## config.mk

```make
export PLATFORM = sky130hd
export DESIGN_NAME = mux_nw_scan_reg
export DESIGN_NICKNAME = d
export VERILOG_FILES = /design/src/rtl/mux_nw_scan_reg.sv
export SDC_FILE = /design/constraint.sdc
export NUM_CORES = 1
export LEC_CHECK = 0
export BUFFER_PORTS_ARGS = -buffer_cell sky130_fd_sc_hd__buf_4
export CELL_PAD_IN_SITES_DETAIL_PLACEMENT = 0
export CELL_PAD_IN_SITES_GLOBAL_PLACEMENT = 1
export CORE_MARGIN = 4
export CORE_UTILIZATION = 25
export CTS_BUF_LIST = sky130_fd_sc_hd__clkbuf_16
export DETAILED_ROUTE_END_ITERATION = 12
export PLACE_DENSITY = 0.68
export RECOVER_POWER = 25
export SLEW_MARGIN = 20
export SYNTH_ARGS = -nofsm -noshare
export SYNTH_HDL_FRONTEND = slang
export SYNTH_SLANG_ARGS = --single-unit
```

## constraint.sdc

```tcl
create_clock -name clk -period 3.1 [get_ports clk]
set_clock_uncertainty 0.1 [all_clocks]
set_input_delay 0.155 -clock clk [delete_from_list [all_inputs] [get_ports clk]]
set_output_delay 0.155 -clock clk [all_outputs]
set_load 0.01 [all_outputs]
```

## src/rtl/mux_nw_scan_reg.sv

```systemverilog
// N-channel, WIDTH-bit registered multiplexer with a valid/ready output stage.
// Channel comes from sel (manual) or from an internal pointer that sweeps 0..N-1 (scan).
module mux_nw_scan_reg #(
    parameter int WIDTH = 8,
    parameter int N     = 4,
    localparam int SELW = $clog2(N)
) (
    input  logic                 clk,
    input  logic                 rst,
    input  logic                 en,
    input  logic                 mode,
    input  logic [SELW-1:0]      sel,
    input  logic [N*WIDTH-1:0]   din,
    input  logic                 out_ready,
    output logic [WIDTH-1:0]     out,
    output logic [SELW-1:0]      out_ch,
    output logic                 out_valid,
    output logic                 frame_done
);

    // Handshake: an item moves to the consumer on any edge where out_valid and
    // out_ready are both high; a new item is captured when en is high and the
    // output register is empty or being emptied on that same edge.
    localparam logic [SELW-1:0] LAST = SELW'(N - 1);

    logic [SELW-1:0]  scan_ptr;
    logic [SELW-1:0]  idx;
    logic [WIDTH-1:0] picked;
    logic             cap;

    assign idx = mode ? scan_ptr : sel;
    assign cap = en & (~out_valid | out_ready);

    // Indices with no matching channel (N not a power of two) select zero.
    always_comb begin
        picked = '0;
        for (int k = 0; k < N; k++) begin
            if (idx == SELW'(k)) begin
                picked = din[k*WIDTH +: WIDTH];
            end
        end
    end

    always_ff @(posedge clk) begin
        if (rst) begin
            out        <= '0;
            out_ch     <= '0;
            out_valid  <= 1'b0;
            frame_done <= 1'b0;
        end else if (cap) begin
            out        <= picked;
            out_ch     <= idx;
            out_valid  <= 1'b1;
            frame_done <= mode & (scan_ptr == LAST);
        end else if (out_ready) begin
            out_valid  <= 1'b0;
            frame_done <= 1'b0;
        end
    end

    // Held at zero in manual mode so every scan frame begins at channel 0.
    always_ff @(posedge clk) begin
        if (rst || !mode) begin
            scan_ptr <= '0;
        end else if (cap) begin
            scan_ptr <= (scan_ptr == LAST) ? '0 : scan_ptr + SELW'(1);
        end
    end

endmodule

```

======== Word-level counts from Yosys, hierarchy flattened ========
Index checks and enable logic that the tools add are counted.
operators by class
  add/subtract/negate cells ............... 1
  multipliers ............................. 0
  divide/modulo/power cells ............... 0
  order comparisons ....................... 0
  eq/ne operators ......................... 4
  shifts and indexed selects .............. 0
  mux-type cells .......................... 9
  bitwise logic cells ..................... 4
  reduce and logical (&&, ||, !) cells .... 4
operators with widths
  kind                                                  number
  2-to-1 mux 8 bit                                      4
  equality test 2 bit (second input constant)           3
  2-to-1 mux 2 bit                                      2
  2-to-1 mux 1 bit                                      3
  adder 2 x 1 -> 2 bit (second input constant)          1
  AND 1 bit                                             2
  equality test 2 x 1 -> 1 bit (second input constant)  1
  logical NOT 2 bit                                     1
  nonzero test 2 bit                                    1
  logical NOT 1 bit                                     1
  logical OR 1 bit                                      1
  NOT 1 bit                                             1
  OR 1 bit                                              1
word-level totals
  register bits ........................... 14
  bits in latches ......................... 0
  memory bits (writable) .................. 0
  ROM bits ................................ 0
  bits of input ports ..................... 39
  output and inout bits ................... 12
  word-level logic and storage cells ...... 27
  memories kept ........................... 0

======== Longest topological paths before layout ========
  depth after elaboration ................. 6
  depth in mapped cells ................... 6
  gate-level depth less buffers ........... 4

======== Worst setup path before layout ========
Ideal clock, no wire load.
  kind .................................... flip-flop to flip-flop
  start point ............................. register scan_ptr[0]
  end point ............................... register out[1]
  setup time .............................. 0.134 ns
  arrival ................................. 1.122 ns
  required time ........................... 2.866 ns
  path slack .............................. 1.743 ns
  cell stages (with the launch flop) ...... 5
  buffers on the path ..................... 0
  clock period less this slack ............ 1.357 ns
  path through ............................ dfxtp_1 > mux2i_4 > mux2_2 > nand2_1 > a211oi_2
between the ends
  word-level cells in the longest chain between the ends .. 6
  elaborated cells on any way between the ends .. 9
  those cells by class .................... eq/ne (3); mux (5); reduce/logical (1)
RTL lines
  item                            RTL line  source
  start, declared                 26        logic [SELW-1:0] scan_ptr;
  start signal, assigned          66        scan_ptr <= (scan_ptr == LAST) ? '0 : scan_ptr + SELW'(1);
  2-to-1 mux 2 bit (*)            31        assign idx = mode ? scan_ptr : sel;
  logical NOT 2 bit               38        if (idx == SELW'(k)) begin
  2-to-1 mux 8 bit (3 in series)  38
  2-to-1 mux 8 bit (*)            38
  end signal, assigned            51        out <= picked;
  end, declared                   15        output logic [WIDTH-1:0] out,
Mark *: on every way between the ends. The rest lies on a longest branch, timed or not.
A chain may end at the register's enable or synchronous reset.

======== Final worst setup path ========
  start point ............................. register scan_ptr[0]
  end point ............................... register out[4]
Same word-level chain as after synthesis.

==> impl_metrics.py <==
metrics = {
    "run_status": {
        "run_status": "finished, final reports clean",
    },
    "pwr": {
        "report.power.total_uw": 573,
        "powerDensity_nw_per_um2": 458,
        "power.switching_uw": 139,
        "p_clk_share_pct": 43.4,
        "internal-power_uw": 433,
        "p_comb_share_pct": 21.5,
        "p_sw_share_pct": 24.3,
        "ir_drop_mv": 0.172,
        "seqPwrFrac_pct": 35.1,
        "p_leak_nw": 0.553,
    },
    "grt": {
        "grt_usage_pct": 12.9,
        "grt_pass1_vias": 898,
        "antenna_found_initial": 0,
        "grt_max_degree": 15,
        "gr-total-overflow": 0,
        "grt_pass1_wl_um": 4000,
    },
    "routing": {
        "post_drt_wl_per_cell_um": 14.0,
        "vias_per_cell": 4.59,
        "ant_nets": 0,
        "wl_um": 2550,
        "drc": 0,
        "vias": 836,
        "dr.pass1.iters": 4,
        "first_iter_violations": 28,
    },
    "synth": {
        "synth-simple-area-share_pct": 19.5,
        "yosysMostFrequentCell": "dfxtp_1",
        "synth_ff_type": "dfxtp_1",
        "synth_compound_area_share_pct": 24.6,
        "synth_area_leaders": "dfxtp_1 36%, mux2_2 10%, a221oi_1 7.8%",
        "syn_avg_cell_area_um2": 8.81,
        "yosysTopAreaCell": "dfxtp_1",
        "synthArstFlopShare_pct": 0,
        "syn_inst": 89,
        "yosysSeqAreaShare_pct": 35.7,
        "ys_seq_elements": 14,
        "synth-warning-count": 0,
        "yosys-top-cells-count": "14 x dfxtp_1, 13 x nand2_1, 9 x nor2_1",
        "ys_types": 25,
        "synthMuxAreaShare_pct": 14.2,
        "synth_area_um2": 785,
        "synth_edf_count": 0,
        "syn_nets": 129,
        "synth_top_cell_area_share_pct": 35.7,
        "synthAdderAreaFrac_pct": 1.59,
        "synth_xor_area_share_pct": 0,
        "synth_top_family_by_area": "compound AO/OA/AOI/OAI gates",
    },
    "finish": {
        "fillCellCount": 310,
        "synthToLayoutAreaGrowth_pct": 59.5,
        "nets": 179,
        "instances_no_fill": 182,
        "num_antenna_cells": 0,
        "drive_gt1_share_pct": 43.5,
        "final_area_um2": 1250,
    },
    "placed_design": {
        "dpl.hpwl_um": 1890,
        "dp_cells": 178,
        "io_buffers": 50,
        "dpl_cell_area_um2": 1190,
        "gp_congestion": 0.708,
    },
    "floorplan": {
        "fp.dieH_um": 64.0,
        "die-area_um2": 4100,
        "initial_core_util_pct": 25.9,
        "die-width_um": 64.0,
        "rows": 20,
        "core-area_um2": 3030,
        "io-pin-count": 51,
    },
    "clock_tree": {
        "cts_max_level": 1,
        "clk_path_buf_depth": 2,
        "numClockSinks": 14,
        "cts_tree": "built",
        "cts_setup_buffers": 0,
        "cts-root-buf": "clkbuf_16",
        "clk_latency_ns": 0.25,
        "cts_resized": 0,
        "cts-buffers-inserted": 3,
        "ctsHoldBuffers": 0,
        "clk_pin_slew_worst_paths_ns": 0.05,
    },
    "sta": {
        "rsz0062_at_grt": "no",
        "setup_viol": 0,
        "period_share_pct": 50.4,
        "period_needed_ns": 1.56,
        "tightest_slew_ns": 0.618,
        "finalMaxSlewViolations": 0,
        "slew_headroom_pct": 58.6,
        "finalSetupTns_ns": 0,
        "max_freq_ghz": 0.641,
        "hold_ws_ns": 0.0637,
        "hold_viol": 0,
    },
    "critical_path": {
        "critPathTopFamily": "compound AO/OA/AOI/OAI gates",
        "cp-start-kind": "register",
        "worst-path-max-fanout": 8,
        "critPathBufInv": 0,
        "max_stage_delay_ns": 0.47,
        "endpoint_kind": "register",
        "cp.required_ns": 3.14,
        "critPathArrivalTime_ns": 1.60,
        "worst-setup-path-type": "register to register",
        "crit_path_cell_trace": "nand3_1 > o21ai_1 > a211oi_1 > a31o_2",
        "cpMaxStageDelayCell": "dfxtp_1",
    },
    "worst_hold_path": {
        "hold_path.class": "input port to register",
    },
    "flow_run": {
        "maxCapViolCount": 0,
    },
}
[logic make-up (layout without fill, tap and decap cells)]
group | count (synthesis) | count (layout)
AO/OA/AOI/OAI | 24 | 24
AND/OR/NAND/NOR | 33 | 33
flip-flops | 14 | 14
adder cells (fa/ha/maj) | 1 | 1
multiplexers | 9 | 9
buffers and inverters | 8 | 57
[state kept, by name (all words and copies together) (netlist names)]
register	count
out_valid	1
frame_done	1
out_ch	2
out	8
scan_ptr	2
[power groups by stage]
stage	clock (mW)	combinational, mW	sequential (mW)
2_1_floorplan	0	0.0558	0.209
3_5_place_dp	0	0.128	0.204
5_1_grt	0.268	0.135	0.202
3_3_place_gp	0	0.127	0.204
4_1_cts	0.256	0.128	0.201
6_report	0.249	0.123	0.201
[metal layers]
| metal | vias to the layer above | track usage [%] | routed length, um |
|---|---|---|---|
| li1 | 425 | - | - |
| met1 | 369 | 13.4 | 1090 |
| met2 | 37 | 21.7 | 1180 |
| met3 | 5 | 5.10 | 221 |
| met4 | 0 | 7.82 | 53 |
| met5 | - | 0 | 0 |
[worst paths after layout]
kind         slack [ns]  cells after the start         from         end
max                1.54                      4  scan_ptr[0]      out[4]
min                0.06                      3           en   out_valid
max reg2reg        1.54                      4  scan_ptr[0]      out[4]
min reg2reg        0.39                      2   frame_done  frame_done
[worst min-delay path, stage by stage]
cell and delay [ns]:
buf_4 0.12, inv_1 0.04, a21oi_1 0.05
[final cells by class]
cell class,count,area (um2),area share (%)
multi-input cells,67,469,37.5
repair buffers,50,357,28.5
flip-flops and latches,14,280,22.4
clock buffers,3,75.1,6.00
well taps,44,55.1,4.40
inverters,3,11.3,0.900
clock inverters,1,3.75,0.300
[cell usage in the layout, fill, tap and decap left out, types with 2 or more instances in the layout]
cell type,instances
clkbuf_16,3
a211oi_1,8
clkbuf_1,5
dfxtp_1,14
a211oi_2,2
nand2_1,13
inv_1,3
buf_4,45
nand3_1,2
and2_1,2
mux2_2,7
nor2_1,9
a21oi_1,4
a221oi_1,7
nand2b_1,3
[per-stage QoR]
| step | utilization [%] | setup slack [ns] |
|---|---|---|
| 3_5_place_dp | 39.3 | 1.46 |
| 5_1_grt | 41.3 | 1.45 |
| 6_report | 41.3 | 1.54 |
| 4_1_cts | 41.9 | 1.54 |
| 3_3_place_gp | 39.3 | 1.53 |
| 2_1_floorplan | - | 1.74 |
Note: power is estimated with default switching activity, not from simulation.
